[src/rtl/riscv_pkg.sv]
// Shared definitions for the RISC-V core front end: data width, NOP encoding
// and fetch FSM state encoding.
package riscv_pkg;

  localparam int unsigned XLEN = 32;

  localparam logic [XLEN-1:0] NOP_INST = 32'h0000_0013;

  localparam logic [XLEN-1:0] PC_STEP = 32'h0000_0004;

  typedef enum logic [1:0] {
    BOOT = 2'd0,
    RUN  = 2'd1,
    HALT = 2'd2
  } fetch_state_t;

  // Force a fetch address onto a word boundary.
  function automatic logic [XLEN-1:0] word_align(input logic [XLEN-1:0] addr);
    return addr & ~XLEN'(3);
  endfunction

endpackage

[src/rtl/if_id_reg.sv]
// IF/ID pipeline register: flush inserts a NOP bubble, hold keeps contents,
// load captures a fetched instruction; with none asserted a bubble enters.
module if_id_reg
  import riscv_pkg::*;
(
  input  logic            clk,
  input  logic            rst,
  input  logic            flush_i,
  input  logic            hold_i,
  input  logic            load_i,
  input  logic [XLEN-1:0] pc_i,
  input  logic [XLEN-1:0] inst_i,
  output logic [XLEN-1:0] pc_o,
  output logic [XLEN-1:0] inst_o,
  output logic            valid_o
);

  logic [XLEN-1:0] pc_q,   pc_d;
  logic [XLEN-1:0] inst_q, inst_d;
  logic            valid_q, valid_d;

  // Flush beats hold beats load.
  always_comb begin
    pc_d    = pc_q;
    inst_d  = inst_q;
    valid_d = valid_q;
    if (flush_i) begin
      pc_d    = '0;
      inst_d  = NOP_INST;
      valid_d = 1'b0;
    end else if (hold_i) begin
      pc_d    = pc_q;
      inst_d  = inst_q;
      valid_d = valid_q;
    end else if (load_i) begin
      pc_d    = pc_i;
      inst_d  = inst_i;
      valid_d = 1'b1;
    end else begin
      pc_d    = '0;
      inst_d  = NOP_INST;
      valid_d = 1'b0;
    end
  end

  always_ff @(posedge clk or posedge rst) begin
    if (rst) begin
      pc_q    <= '0;
      inst_q  <= NOP_INST;
      valid_q <= 1'b0;
    end else begin
      pc_q    <= pc_d;
      inst_q  <= inst_d;
      valid_q <= valid_d;
    end
  end

  assign pc_o    = pc_q;
  assign inst_o  = inst_q;
  assign valid_o = valid_q;

endmodule

[src/rtl/if_stage.sv]
// Instruction-fetch stage: PC register, fetch FSM and next-PC priority logic
// feeding the IF/ID register. IF_MISALIGN_CHECK_EN enables the misaligned
// redirect trap (HALT state and fetch_misalign flag).
module if_stage
  import riscv_pkg::*;
#(
  parameter logic [31:0] RESET_PC = 32'h0000_0000
) (
  input  logic            clk,
  input  logic            rst,
  output logic [XLEN-1:0] imem_addr,
  input  logic [XLEN-1:0] imem_rdata,
  input  logic            imem_valid,
  input  logic            stall,
  input  logic            branch_taken,
  input  logic [XLEN-1:0] branch_target,
  output logic [XLEN-1:0] if_id_pc,
  output logic [XLEN-1:0] if_id_inst,
`ifdef IF_MISALIGN_CHECK_EN
  output logic            if_id_valid,
  output logic            fetch_misalign
`else
  output logic            if_id_valid
`endif
);

  fetch_state_t    state_q, state_d;
  logic [XLEN-1:0] pc_q, pc_d;
  logic            flush_c, hold_c, load_c;
`ifdef IF_MISALIGN_CHECK_EN
  logic            misalign_q, misalign_d;
`endif

  // Next state, next PC and IF/ID control; redirect > stall > imem wait > fetch.
  always_comb begin
    state_d = state_q;
    pc_d    = pc_q;
    flush_c = 1'b0;
    hold_c  = 1'b0;
    load_c  = 1'b0;
`ifdef IF_MISALIGN_CHECK_EN
    misalign_d = misalign_q;
`endif
    case (state_q)
      BOOT: begin
        flush_c = 1'b1;
        state_d = RUN;
      end
      RUN: begin
        if (branch_taken) begin
          flush_c = 1'b1;
`ifdef IF_MISALIGN_CHECK_EN
          if (branch_target[1:0] != 2'b00) begin
            misalign_d = 1'b1;
            state_d    = HALT;
          end else begin
            pc_d = word_align(branch_target);
          end
`else
          pc_d = word_align(branch_target);
`endif
        end else if (stall) begin
          hold_c = 1'b1;
        end else if (!imem_valid) begin
          flush_c = 1'b1;
        end else begin
          load_c = 1'b1;
          pc_d   = pc_q + PC_STEP;
        end
      end
      default: begin
        flush_c = 1'b1;
      end
    endcase
  end

  always_ff @(posedge clk or posedge rst) begin
    if (rst) begin
      state_q <= BOOT;
      pc_q    <= RESET_PC;
    end else begin
      state_q <= state_d;
      pc_q    <= pc_d;
    end
  end

`ifdef IF_MISALIGN_CHECK_EN
  always_ff @(posedge clk or posedge rst) begin
    if (rst) begin
      misalign_q <= 1'b0;
    end else begin
      misalign_q <= misalign_d;
    end
  end

  assign fetch_misalign = misalign_q;
`endif

  assign imem_addr = pc_q;

  if_id_reg u_if_id_reg (
    .clk     (clk),
    .rst     (rst),
    .flush_i (flush_c),
    .hold_i  (hold_c),
    .load_i  (load_c),
    .pc_i    (pc_q),
    .inst_i  (imem_rdata),
    .pc_o    (if_id_pc),
    .inst_o  (if_id_inst),
    .valid_o (if_id_valid)
  );

endmodule

[config.mk]
export PLATFORM = sky130hd
export DESIGN_NAME = if_stage
export DESIGN_NICKNAME = d
export VERILOG_FILES = /design/src/rtl/riscv_pkg.sv /design/src/rtl/if_id_reg.sv /design/src/rtl/if_stage.sv
export SDC_FILE = /design/constraint.sdc
export NUM_CORES = 1
export LEC_CHECK = 0
export BUFFER_PORTS_ARGS = -buffer_cell sky130_fd_sc_hd__buf_2
export CAP_MARGIN = 20
export CORE_AREA = 4 4 102 104
export DETAILED_ROUTE_END_ITERATION = 6
export DIE_AREA = 0 0 106 108
export GPL_TIMING_DRIVEN = 0
export PLACE_DENSITY_LB_ADDON = 0.05
export SETUP_SLACK_MARGIN = 0.15
export SYNTH_ARGS = -nofsm -noshare
export SYNTH_HDL_FRONTEND = slang
export SYNTH_SLANG_ARGS = --single-unit
export TNS_END_PERCENT = 50
[constraint.sdc]
create_clock -name clk -period 3.2 [get_ports clk]
set_input_delay 0.32 -clock clk [delete_from_list [all_inputs] [get_ports clk]]
set_output_delay 0.32 -clock clk [all_outputs]
set_load 0.005 [all_outputs]
==> impl_metrics.yaml <==
clock_tree:
  cts_sinks: 95
  ctsHoldBuffers: 0
  clock-root-buffer: "clkbuf_8"
  clk_latency_ps: 370
  cts-resized-gates: 0
  cts_tree: "done"
  numCtsBuffers: 9
  clk_pin_slew_ps: 100
  htree_levels: 3
  postCtsSetupBuffers: 0
  cts.path.max_buffers: 2
synthesis:
  yosysUniqueCellTypes: 52
  synth_edf_count: 0
  synth-seq-area-share_pct: 56.5
  synth.most_common_cell: "dfrtp_1"
  synth_area_leaders: "dfrtp_1 55%, a22o_1 11%, nand2_1 3.6%"
  avgSynthCellArea_um2: 10.8
  synth_top_area_share_pct: 54.6
  ys_async_sr_fraction_pct: 100
  yosys_most_used_dff: "dfrtp_1"
  synthTopCellsByCount: "92 x dfrtp_1, 54 x a22o_1, 40 x nand2_1"
  yosys_warnings: 0
  yosys_register_bits: 95
  syn-instance-count: 391
  netlist_area_um2: 4210
  synth_top_area_cell: "dfrtp_1"
route:
  vias: 3794
  dr.pass1.iters: 4
  first_iter_violations: 240
  wl_per_cell_um: 17.7
  ant_nets: 0
  drt_wl_total_mm: 12.4
  viasPerCell: 5.40
  drc: 0
cells_and_area:
  drive_gt1_share_pct: 35.3
  n_antenna_cell: 0
  syn2layout_area_growth_pct: 28.1
  nets: 635
  fin_util_pct: 56.6
  multi_input_area_um2: 1690
  seqCellArea_um2: 2380
  fill_cells: 938
worst_setup_path:
  critPathLaunchType: "flop"
  worst_ep_required_time_ps: 3460
  critPathLaunch: "state_q[0]$_DFFE_PP0N_"
  crit_type: "reg2reg"
  cp_max_fo: 10
  reg2reg_from: "state_q[0]$_DFFE_PP0N_"
  cp-end-kind: "flop"
  crit_arrival_ps: 2530
timing:
  tightest_slew_ps: 765
  finalCriticalPeriod_ps: 2260
  fin_crit_sh_pct: 70.8
  maxSlewViolCount: 0
  rsz0062_at_grt: "no"
  fin_ws_ps: 936
  timing.fmax_ghz: 0.442
  hold_violations: 0
  setup_violations: 0
  clock_skew_ps: 11.1
  slew_headroom_pct: 48.8
place:
  place_hpwl_mm: 9.12
  portBuffers: 161
  place_ws_ps: 955
  gp_congestion: 0.897
global_routing:
  grt_max_degree: 52
  grt_pass1_vias: 3762
  antenna_found_initial: 0
  grt_usage_pct: 22.2
  grt_pass1_wl_mm: 19.8
  grt-ovfl-total: 0
run_status:
  status: "finished clean"
floorplanning:
  die_w_um: 106
  io_pins: 166
  num_rows: 36
  die-area_um2: 11400
  coreArea_um2: 9550
  initial_utilization_pct: 44.1
  die_h_um: 108
worst_hold_path:
  hold_path.class: "in2async"
power:
  power_leakage_nw: 2.77
  powerDensity_nw_per_um2: 466
  vdd_drop_max_uv: 202
run:
  maxCapViolations: 0
-- area by class of cell --
class	instances	area share (%)
plain buffers	32	2.50
inverters	3	0.255
flip-flops and latches	95	44.1
clock inverters	7	1.04
clock buffers	9	2.29
well taps	133	3.08
repair buffers	162	15.4
multi-input cells	262	31.3
-- stage by stage --
step	instances	power [mW]	hold slack, ps	setup TNS [ps]	instance area (um^2)
6_report	703	2.51	41.2	0	5400
5_1_grt	703	2.66	89.7	0	5400
4_1_cts	703	2.54	60.9	0	5400
3_5_place_dp	687	1.80	458	0	5220
3_3_place_gp	686	1.79	461	-69720	5190
2_1_floorplan	392	1.60	449	0	4220
-- kinds of logic after synthesis --
| family | synth area share, % |
|---|---|
| other | 0.178 |
| buffers and inverters | 3.47 |
| DFF | 56.5 |
| muxes | 2.20 |
| and+or+nand+nor | 15.9 |
| AOI/OAI and AO/OA | 21.4 |
| adders and majority gates | 0.297 |
-- path summary, 6_finish.rpt --
path,endpoint,slack [ps],depth (start not counted)
max,imem_addr[31]$_DFFE_PP0P_,940,7
min,u_if_id_reg.pc_o[1]$_DFFE_PP0P_,40,2
max reg2reg,imem_addr[31]$_DFFE_PP0P_,940,7
min reg2reg,u_if_id_reg.valid_o$_DFFE_PP0P_,480,2
max in group asynchronous,u_if_id_reg.inst_o[0]$_DFFE_PP1P_,2440,3
min in group clk,u_if_id_reg.inst_o[26]$_DFFE_PP0P_,160,2
-- layer usage --
layer	routed length, um	global-route usage (%)	share of wire, %	vias up
li1	-	-	-	1807
met1	5320	30.3	43	1834
met2	5980	35.9	48	136
met3	951	4.90	7.7	17
met4	160	6.38	1.3	0
met5	0	0	0	-
-- flip-flops by register name, summed over array words and instances, names as in the netlist --
register,flops
imem_addr,30
state_q,1
u_if_id_reg.inst_o,32
u_if_id_reg.pc_o,31
u_if_id_reg.valid_o,1
-- power by group --
group	switching [mW]	internal [mW]
registers	0.110	1.27
clock network	0.451	0.289
logic	0.208	0.182
total	0.770	1.75
-- cell usage in the layout, fill, tap and decap left out, types with 4 or more instances in the layout --
master	netlist	layout
clkbuf_1	25	25
a21oi_1	17	17
nor3_1	6	6
or3_1	4	4
clkbuf_8	0	9
clkinvlp_4	0	4
nor2_1	20	20
a22o_1	54	54
nand2_1	40	40
o21ai_0	13	13
nand3_1	25	25
buf_2	2	163
dfrtp_1	92	92
nand4_1	6	6
and3_1	8	8
mux2i_1	7	7
o22ai_1	17	17
-- critical path, stage by stage, from the launching register on --
cell	delay, ps
dfrtp_1	330
clkbuf_1	350
and3_1	220
clkbuf_1	380
clkbuf_1	490
nand2_1	160
mux2i_1	160
nor2_1	70
Power figures use the tool's default switching activity.
